--- src/rtl/dc_iir_pkg.sv ---
// Shared widths, FSM state type and output saturation for the DC-restore leaky integrator.
package dc_iir_pkg;

  localparam int unsigned ACC_W     = 20;
  localparam int unsigned FRAC_W    = 8;
  localparam int unsigned COEF_FRAC = 6;
  localparam int unsigned PROD_W    = 28;
  localparam int unsigned CNT_W     = 3;

  typedef enum logic [1:0] {StIdle, StMul, StAcc, StOut} state_e;

  localparam logic signed [ACC_W-1:0] SAT8_HI = ACC_W'(127);
  localparam logic signed [ACC_W-1:0] SAT8_LO = ACC_W'(-128);

  function automatic logic signed [7:0] sat8(input logic signed [ACC_W-1:0] x);
    if (x > SAT8_HI) begin
      return 8'sd127;
    end else if (x < SAT8_LO) begin
      return -8'sd128;
    end else begin
      return x[7:0];
    end
  endfunction

endpackage

--- src/rtl/dc_restore_iir_if.sv ---
// Sample-in / sample-out handshake bundle of the DC-restore integrator.
interface dc_restore_iir_if;
  logic signed [7:0] d_in;
  logic              in_valid;
  logic              in_ready;
  logic signed [7:0] d_out;
  logic              out_valid;

  modport master (output d_in, output in_valid, input in_ready, input d_out, input out_valid);
  modport slave  (input d_in, input in_valid, output in_ready, output d_out, output out_valid);
endinterface

--- src/rtl/serial_mult.sv ---
// Serial shift-add multiplier: signed 20-bit multiplicand times unsigned 8-bit multiplier,
// one multiplier bit per step, LSB first.
module serial_mult
  import dc_iir_pkg::*;
(
  input  logic                     clk_i,
  input  logic                     rst_ni,
  input  logic                     clear_i,
  input  logic                     start_i,
  input  logic                     step_i,
  input  logic signed [ACC_W-1:0]  a_i,
  input  logic [7:0]               b_i,
  output logic signed [PROD_W-1:0] prod_o,
  output logic                     done_o
);

  logic signed [PROD_W-1:0] prod_q, prod_d;
  logic [CNT_W-1:0]         cnt_q, cnt_d;
  logic signed [PROD_W-1:0] a_ext;

  assign a_ext = $signed({{(PROD_W - ACC_W){a_i[ACC_W-1]}}, a_i});

  always_comb begin
    prod_d = prod_q;
    cnt_d  = cnt_q;
    if (clear_i || start_i) begin
      prod_d = '0;
      cnt_d  = '0;
    end else if (step_i) begin
      if (b_i[cnt_q]) begin
        prod_d = prod_q + (a_ext <<< cnt_q);
      end
      cnt_d = cnt_q + 1'b1;
    end
  end

  always_ff @(posedge clk_i or negedge rst_ni) begin
    if (!rst_ni) begin
      prod_q <= '0;
      cnt_q  <= '0;
    end else begin
      prod_q <= prod_d;
      cnt_q  <= cnt_d;
    end
  end

  assign prod_o = prod_q;
  assign done_o = step_i && (cnt_q == CNT_W'(7));

endmodule

--- src/rtl/dc_restore_iir.sv ---
// Leaky integrator y[n] = x[n] + COEF/64 * y[n-1] with noise-shaped rounding,
// one sample per 11 cycles using a serial multiplier.
module dc_restore_iir
  import dc_iir_pkg::*;
#(
  parameter logic [7:0]  COEF      = 8'd60,
  parameter int unsigned OUT_SHIFT = 4
) (
  input  logic            clk,
  input  logic            reset_n,
  input  logic            clear,
  dc_restore_iir_if.slave bus
);

  localparam int unsigned SUM_W = PROD_W + 1;
  localparam logic signed [SUM_W-1:0] ACC_MAX = SUM_W'((1 << (ACC_W - 1)) - 1);
  localparam logic signed [SUM_W-1:0] ACC_MIN = ~ACC_MAX;

  state_e                   state_q, state_d;
  logic signed [7:0]        x_q, x_d;
  logic signed [ACC_W-1:0]  acc_q, acc_d, acc_next;
  logic [COEF_FRAC-1:0]     err_q, err_d;
  logic signed [7:0]        dout_q, dout_d, dout_next;
  logic                     mult_start, mult_step, mult_done;
  logic signed [PROD_W-1:0] prod;
  logic signed [SUM_W-1:0]  shaped, scaled, x_ext, sum;

  serial_mult u_mult (
    .clk_i   (clk),
    .rst_ni  (reset_n),
    .clear_i (clear),
    .start_i (mult_start),
    .step_i  (mult_step),
    .a_i     (acc_q),
    .b_i     (COEF),
    .prod_o  (prod),
    .done_o  (mult_done)
  );

  // Remainder of the previous /64 is fed back so truncation error does not accumulate.
  assign shaped = $signed({prod[PROD_W-1], prod})
                + $signed({{(SUM_W - COEF_FRAC){1'b0}}, err_q});
  assign scaled = shaped >>> COEF_FRAC;
  assign x_ext  = $signed({{(SUM_W - 8 - FRAC_W){x_q[7]}}, x_q, {FRAC_W{1'b0}}});
  assign sum    = x_ext + scaled;

  always_comb begin
    if (sum > ACC_MAX) begin
      acc_next = ACC_MAX[ACC_W-1:0];
    end else if (sum < ACC_MIN) begin
      acc_next = ACC_MIN[ACC_W-1:0];
    end else begin
      acc_next = sum[ACC_W-1:0];
    end
  end

  assign dout_next = sat8(acc_next >>> (FRAC_W + OUT_SHIFT));
  assign mult_step = (state_q == StMul);

  always_comb begin
    state_d    = state_q;
    x_d        = x_q;
    acc_d      = acc_q;
    err_d      = err_q;
    dout_d     = dout_q;
    mult_start = 1'b0;
    unique case (state_q)
      StIdle: begin
        if (bus.in_valid) begin
          x_d        = bus.d_in;
          mult_start = 1'b1;
          state_d    = StMul;
        end
      end
      StMul: begin
        if (mult_done) state_d = StAcc;
      end
      StAcc: begin
        acc_d   = acc_next;
        err_d   = shaped[COEF_FRAC-1:0];
        dout_d  = dout_next;
        state_d = StOut;
      end
      StOut:   state_d = StIdle;
      default: state_d = StIdle;
    endcase
    // Clear wins over everything, including a sample offered in the same cycle; d_out holds.
    if (clear) begin
      state_d    = StIdle;
      acc_d      = '0;
      err_d      = '0;
      dout_d     = dout_q;
      mult_start = 1'b0;
    end
  end

  always_ff @(posedge clk or negedge reset_n) begin
    if (!reset_n) begin
      state_q <= StIdle;
      x_q     <= '0;
      acc_q   <= '0;
      err_q   <= '0;
      dout_q  <= '0;
    end else begin
      state_q <= state_d;
      x_q     <= x_d;
      acc_q   <= acc_d;
      err_q   <= err_d;
      dout_q  <= dout_d;
    end
  end

  assign bus.in_ready  = (state_q == StIdle);
  assign bus.out_valid = (state_q == StOut) && !clear;
  assign bus.d_out     = dout_q;

endmodule

--- src/flat_wrapper.sv ---
// flat-port wrapper written by rule: the top's interface ports become plain ports
module dc_restore_iir_flat import dc_iir_pkg::*;
#(
  parameter logic [7:0]  COEF      = 8'd60,
  parameter int unsigned OUT_SHIFT = 4
)
  (clk, reset_n, clear, bus_d_in, bus_in_valid, bus_in_ready, bus_d_out, bus_out_valid);
  dc_restore_iir_if bus_i ();
  input  logic clk;
  input  logic reset_n;
  input  logic clear;
  input wire logic [$bits(bus_i.d_in)-1:0] bus_d_in;
  input wire logic [$bits(bus_i.in_valid)-1:0] bus_in_valid;
  output wire logic [$bits(bus_i.in_ready)-1:0] bus_in_ready;
  output wire logic [$bits(bus_i.d_out)-1:0] bus_d_out;
  output wire logic [$bits(bus_i.out_valid)-1:0] bus_out_valid;
  assign bus_i.d_in = bus_d_in;
  assign bus_i.in_valid = bus_in_valid;
  assign bus_in_ready = bus_i.in_ready;
  assign bus_d_out = bus_i.d_out;
  assign bus_out_valid = bus_i.out_valid;
  dc_restore_iir #(.COEF(COEF), .OUT_SHIFT(OUT_SHIFT)) u_core (.clk(clk), .reset_n(reset_n), .clear(clear), .bus(bus_i));
endmodule
--- config.mk ---
export PLATFORM = sky130hd
export DESIGN_NAME = dc_restore_iir_flat
export DESIGN_NICKNAME = d
export VERILOG_FILES = /design/src/rtl/dc_iir_pkg.sv /design/src/rtl/dc_restore_iir_if.sv /design/src/rtl/serial_mult.sv /design/src/rtl/dc_restore_iir.sv /design/src/flat_wrapper.sv
export SDC_FILE = /design/constraint.sdc
export NUM_CORES = 1
export LEC_CHECK = 0
export ABC_AREA = 1
export ABC_CLOCK_PERIOD_IN_PS = 9140
export CAP_MARGIN = 20
export CORE_UTILIZATION = 23
export CTS_BUF_LIST = sky130_fd_sc_hd__clkbuf_8
export DETAILED_ROUTE_END_ITERATION = 8
export MAX_ROUTING_LAYER = met4
export SLEW_MARGIN = 20
export SYNTH_ARGS = -nofsm -noshare
export SYNTH_HDL_FRONTEND = slang
export SYNTH_HIERARCHICAL = 1
export SYNTH_SLANG_ARGS = --single-unit
--- constraint.sdc ---
create_clock -name clk -period 9.14 [get_ports clk]
set_clock_uncertainty 0.2 [all_clocks]
set_input_delay 1.371 -clock clk [delete_from_list [all_inputs] [get_ports clk]]
set_output_delay 1.371 -clock clk [all_outputs]
set_load 0.005 [all_outputs]
# Word level (Yosys, flattened, before mapping)
# Memories as Yosys holds them, arrays and structs flattened.
# Cells that the tools add are included.
# Widths: inputs -> output; s select.
# op_classes
shift,1
n_eq_ne,6
n_mux,21
reduce_logical,12
add_sub_neg,4
div,0
n_lt_le_gt_ge,5
bitwise,1
mul,0
# op_table
cell,n
$mux 28,3
$mux 20,4
$add 28x7->29,1
$gt 29x20->1 const B,1
$lt 29x20->1 const B,1
$add 28x28->28,1
$sshl 20x3->28,1
$add 16x23->24,1
$mux 8,2
$mux 6,2
$gt 8x8->1 const B,1
$lt 8x8->1 const B,1
$pmux 2 s4,1
$reduce_and 2->1,4
$mux 2,3
$mux 3,2
$reduce_bool 2->1,3
$eq 2x2->1 const B,2
$lt 3x4->1 const B,1
$mux 1,4
$add 3x1->3 const B,1
$eq 3x3->1 const B,1
$ne 3x2->1 const B,1
$ne 3x3->1 const B,1
other kinds (6),7
# totals
out_inout_bits,10
n_memories,1
mem_bits_ro,8
inputBits,12
latchBits,0
regBits,75
mem_bits_rw,0
word_cells,58
# mem_list
name,depth,width,rd,rd_clocked_by_memory_dff,write_ports,line,rtl
(name not given),8,1,1,0,0,serial_mult.sv:30,if (b_i[cnt_q]) begin

# Depth between registers and ports, before layout
# logic_depth
ltp_word,8
ltp_mapped,30

# Modules after synthesis
# The synthesis kept the hierarchy.
# by_module_without_submodules
mod,seq_area_each_um2,n_inst,cells_each,area_each_um2
serial_mult,775.7,1,707,3953.8
dc_restore_iir,1101.1,1,512,3794.9

# Worst setup path after synthesis
# OpenSTA, ideal clock, no wires.
# synth_path
kind,register to register
startpoint,"register u_core.u_mult.prod_q[0], in the netlist u_core/u_mult/prod_o[0]"
endpoint,register u_core.acc_q[0]
required_ns,8.817
n_path_buf,1
path_stages_with_launch,30
period_less_slack_ns,3.829
path_slack_ns,5.311
t_arrival_ns,3.506
cell_sequence,dfrtp_1 -> ha_1 -> inv_1 -> fa_1 -> nor2_2 -> nand2_1 -> nand2_1 -> inv_2 -> o21bai_4 -> nand3_2 -> nor2_4 -> nand2_2 -> xor2_1 -> inv_1 -> ha_1 -> inv_1 -> fa_1 -> inv_1 -> nand3_1 -> nand3_1 -> nand3_1 -> nand3_1 -> nand2_1 -> nand2_1 -> nor2_2 -> nand2_2 -> nand2_4 -> buf_12 -> nand3_2 -> nand3_2
# synth_via
elab_chain_cells,7
elab_cells_between_ends,8
classes_between,add/sub: 2; order compare: 2; mux: 4
# synth_rtl
item,line,rtl
"start, declared",serial_mult.sv:17,"logic signed [PROD_W-1:0] prod_q, prod_d;"
"start signal, assigned",serial_mult.sv:42,prod_q <= prod_d;
$add 28x7->29 (*),dc_restore_iir.sv:42,"+ $signed({{(SUM_W - COEF_FRAC){1'b0}}, err_q});"
$add 16x23->24 (*),dc_restore_iir.sv:45,assign sum = x_ext + scaled;
$lt 29x20->1,dc_restore_iir.sv:50,end else if (sum < ACC_MIN) begin
$mux 20,dc_restore_iir.sv:50,
$mux 20 (*),dc_restore_iir.sv:48,if (sum > ACC_MAX) begin
$mux 20 (*),dc_restore_iir.sv:67,unique case (state_q)
$mux 20 (*),dc_restore_iir.sv:88,if (clear) begin
"end signal, assigned",dc_restore_iir.sv:101,acc_q <= '0;
"end signal, assigned",dc_restore_iir.sv:107,acc_q <= acc_d;
"end, declared",dc_restore_iir.sv:21,"logic signed [ACC_W-1:0] acc_q, acc_d, acc_next;"
# Mark *: on every way between the ends. The rest lies on a longest branch, timed or not. The select of a mux whose other input is x is not followed.
# A chain may end at the register's enable or synchronous reset.

# Worst setup path after layout
# layout_path
startpoint,"register u_core.u_mult.prod_q[0], in the netlist u_core/u_mult/prod_o[0]"
endpoint,register u_core.acc_q[4]
# Same word-level chain as after synthesis.

==> impl_results.md <==
* Status: completed
* Antenna violations before repair at 0
* Die footprint at 34400 um2
* # diodes at 0
* DRT antenna net count at 0
* I/O Buffers at 21
* Synth area leaders: dfrtp_1 (24%), nand2_1 (22%), ha_1 (8.9%)
* Max clock buf depth at 2
* CP max stage cell: dfrtp_1
* Dpl hpwl at 17300 um
* Cells after Synth at 1219
* Power per cell area at 200 nW/um2
* Gr usage total at 13.4%
* Setup violators final at 0
* Worst hold path class: reg2reg
* Non-Filler Instances at 1680
* Warnings, synthesis at 6
* Via count at 7512
* Die X-Extent at 186 um
* Pleak at 4.50 nW
* RSZ-0062 raised after global routing: no
* Via/cell ratio at 4.47
* Slew margin rel. at 44.5%
* Row count at 66
* Post-synth EDFFs at 0
* Vias in the first global route at 6930
* Min Tclk post-route at 4.50 ns
* H-tree levels at 3
* Fillers at 3746
* Slew of the pin with the lowest slew margin at 0.832 ns
* First-pass GRT wire length at 35000 um
* Async SR Flop Fraction at 100%
* Layout Area Growth over Synthesis at 10.9%
* Worst Path Required at 9.28 ns
* Most common cell after layout, fill and taps aside: nand2_1
* Final Hold Viols at 0
* Sequential area share after synthesis at 24.2%
* Final max-slew violation count at 0
* Share of cells above drive strength 1 at 8.16%
* Drt wl/cell at 12.9 um
* Post-CTS resize count at 0
* Chip height at 186 um
* Iter 0 DRT Violations at 408
* Tcrit/Tclk final at 49.2%
* DP Cell Count at 1664
* Clk sink count at 75
* Clock latency at the later pin of the worst-skew pair at 0.40 ns
* Worst Setup End Kind: register
* Maxcap violations at 0
* Post-synthesis register bit count at 75
* Post-CTS setup-driven buffer insertion count at 0
* Sum Neg Setup Slack at 0 ns
* Post-synth top area cell: dfrtp_1
* R2R Setup Slk at 4.64 ns
* Largest net degree at the start of global routing at 76
* Core ar. at 32900 um2
* Worst hold slack at 0.289 ns
* WL final at 21700 um
* # hold bufs at CTS at 0
* CTS Root Cell: clkbuf_8
* Worst endpoint data arrival time at 4.63 ns
* Startpoint Class: register
* Critical Path Max Stage Delay at 0.40 ns
* Worst VDD drop at 73.6 uV
* Post-Synthesis Cell Area at 7750 um2
* CTS tree: yes
* Most frequent cells in the layout: nand2_1 (453), inv_1 (172), nand3_1 (83), nor2_1 (79), dfrtp_1 (75)
* Num CTS Buffers at 9
* Worst-path clk slew at 0.10 ns
* Yosys top cell area share at 24.2%
* Critical Path Fanout Max at 24
* Initial core utilization at 23.6%
* DRC errors left at 0
* # nets final at 1303
* Global route overflow at 0
* Post-synthesis average cell area at 6.36 um2
* Synth Flop Type: dfrtp_1
* Most frequent CP cell: nand2_1
* Gpl congestion at 0.934
* I/O pin count at 22
* Post-synth cell types at 50
* Drt pass-1 iters at 5
* Setup CP Type: reg2reg
* Achievable Freq at 222 MHz
Yosys cell counts, drive strengths merged, types with 6 or more instances:
cell and number:
ha 55, nand3 112, nand3b 6, nand4 13, xor2 24, clkbuf 14, buf 12, mux2 7
xnor2 19, a21oi 30, dfrtp 75, nor3 11, nor2 89, nand2 468, inv 184, o21ai 71
area by class of cell:
type	count	area, um2	share of cell area (%)
Clock buffer	9	124	1.44
Tap cell	442	553	6.43
Clock inverter	7	76.3	0.888
Multi-Input combinational cell	939	5040	58.7
Timing Repair Buffer	23	226	2.64
Sequential cell	75	1880	21.8
Inverter	185	697	8.11
state kept, by name, indices dropped and copies added (netlist names):
signal / cells
u_core/err_q: 6
u_core/u_mult/prod_o: 28
u_core/acc_q: 20
u_core/state_q: 2
u_core/x_q: 8
u_core/bus.d_out: 8
u_core/u_mult/cnt_q: 3
cells by family (layout without fill, tap and decap cells):
logic type      Yosys count  count (layout)  share of synthesized area (%)
mux                      11              11                           1.53
flops                    75              75                           24.2
compound gates          113             113                           8.01
other cells               2               8                         0.0969
simple gates            706             706                           40.6
buf+inv                 211             224                           11.0
fa+ha+maj                58              58                           9.66
xor+xnor                 43              43                           4.86
report_power, final:
part | internal [mW] | switching (mW) | total, mW
sequential | 0.405 | 0.0987 | 0.504
combinational | 0.336 | 0.605 | 0.941
clock | 0.110 | 0.167 | 0.276
total | 0.850 | 0.870 | 1.72
stage by stage:
| step | utilization (%) | setup WS, ns | power, mW | area [um2] |
|---|---|---|---|---|
| after floorplan | - | 5.31 | 1.19 | 7770 |
| after global placement | 25.5 | 4.75 | 1.44 | 8390 |
| after detailed placement | 25.5 | 4.68 | 1.44 | 8390 |
| after CTS | 26.1 | 4.62 | 1.73 | 8590 |
| after global routing | 26.1 | 4.17 | 1.86 | 8590 |
| final | 26.1 | 4.64 | 1.72 | 8590 |
metal layers:
layer	up-vias	GRT usage, %	share of wire, %
li1	3856	-	-
met1	3471	18.0	51
met2	152	20.5	44
met3	33	1.90	3.5
met4	0	4.23	2.0
met5	-	-	0
worst max-delay path: cells and delay by family, from the launching register on:
family          cells  cell delay (ns)
simple gates       17             1.97
fa+ha+maj           4             1.15
flops               1             0.40
buf+inv             6             0.38
xor+xnor            1             0.16
compound gates      1             0.14
path summary, 6_finish.rpt:
check | from | to | cells after the start
worst max-delay path | u_core/u_mult/prod_o[0] | u_core/acc_q[4] | 29
worst min-delay path | u_core/bus.d_out[7] | u_core/bus.d_out[7] | 2
worst max register to register | u_core/u_mult/prod_o[0] | u_core/acc_q[4] | 29
worst min register to register | u_core/bus.d_out[7] | u_core/bus.d_out[7] | 2
max in group asynchronous | reset_n | u_core/err_q[5] | 1
min in group asynchronous | reset_n | u_core/u_mult/prod_o[26] | 1
(Power assumes the default switching activity.)
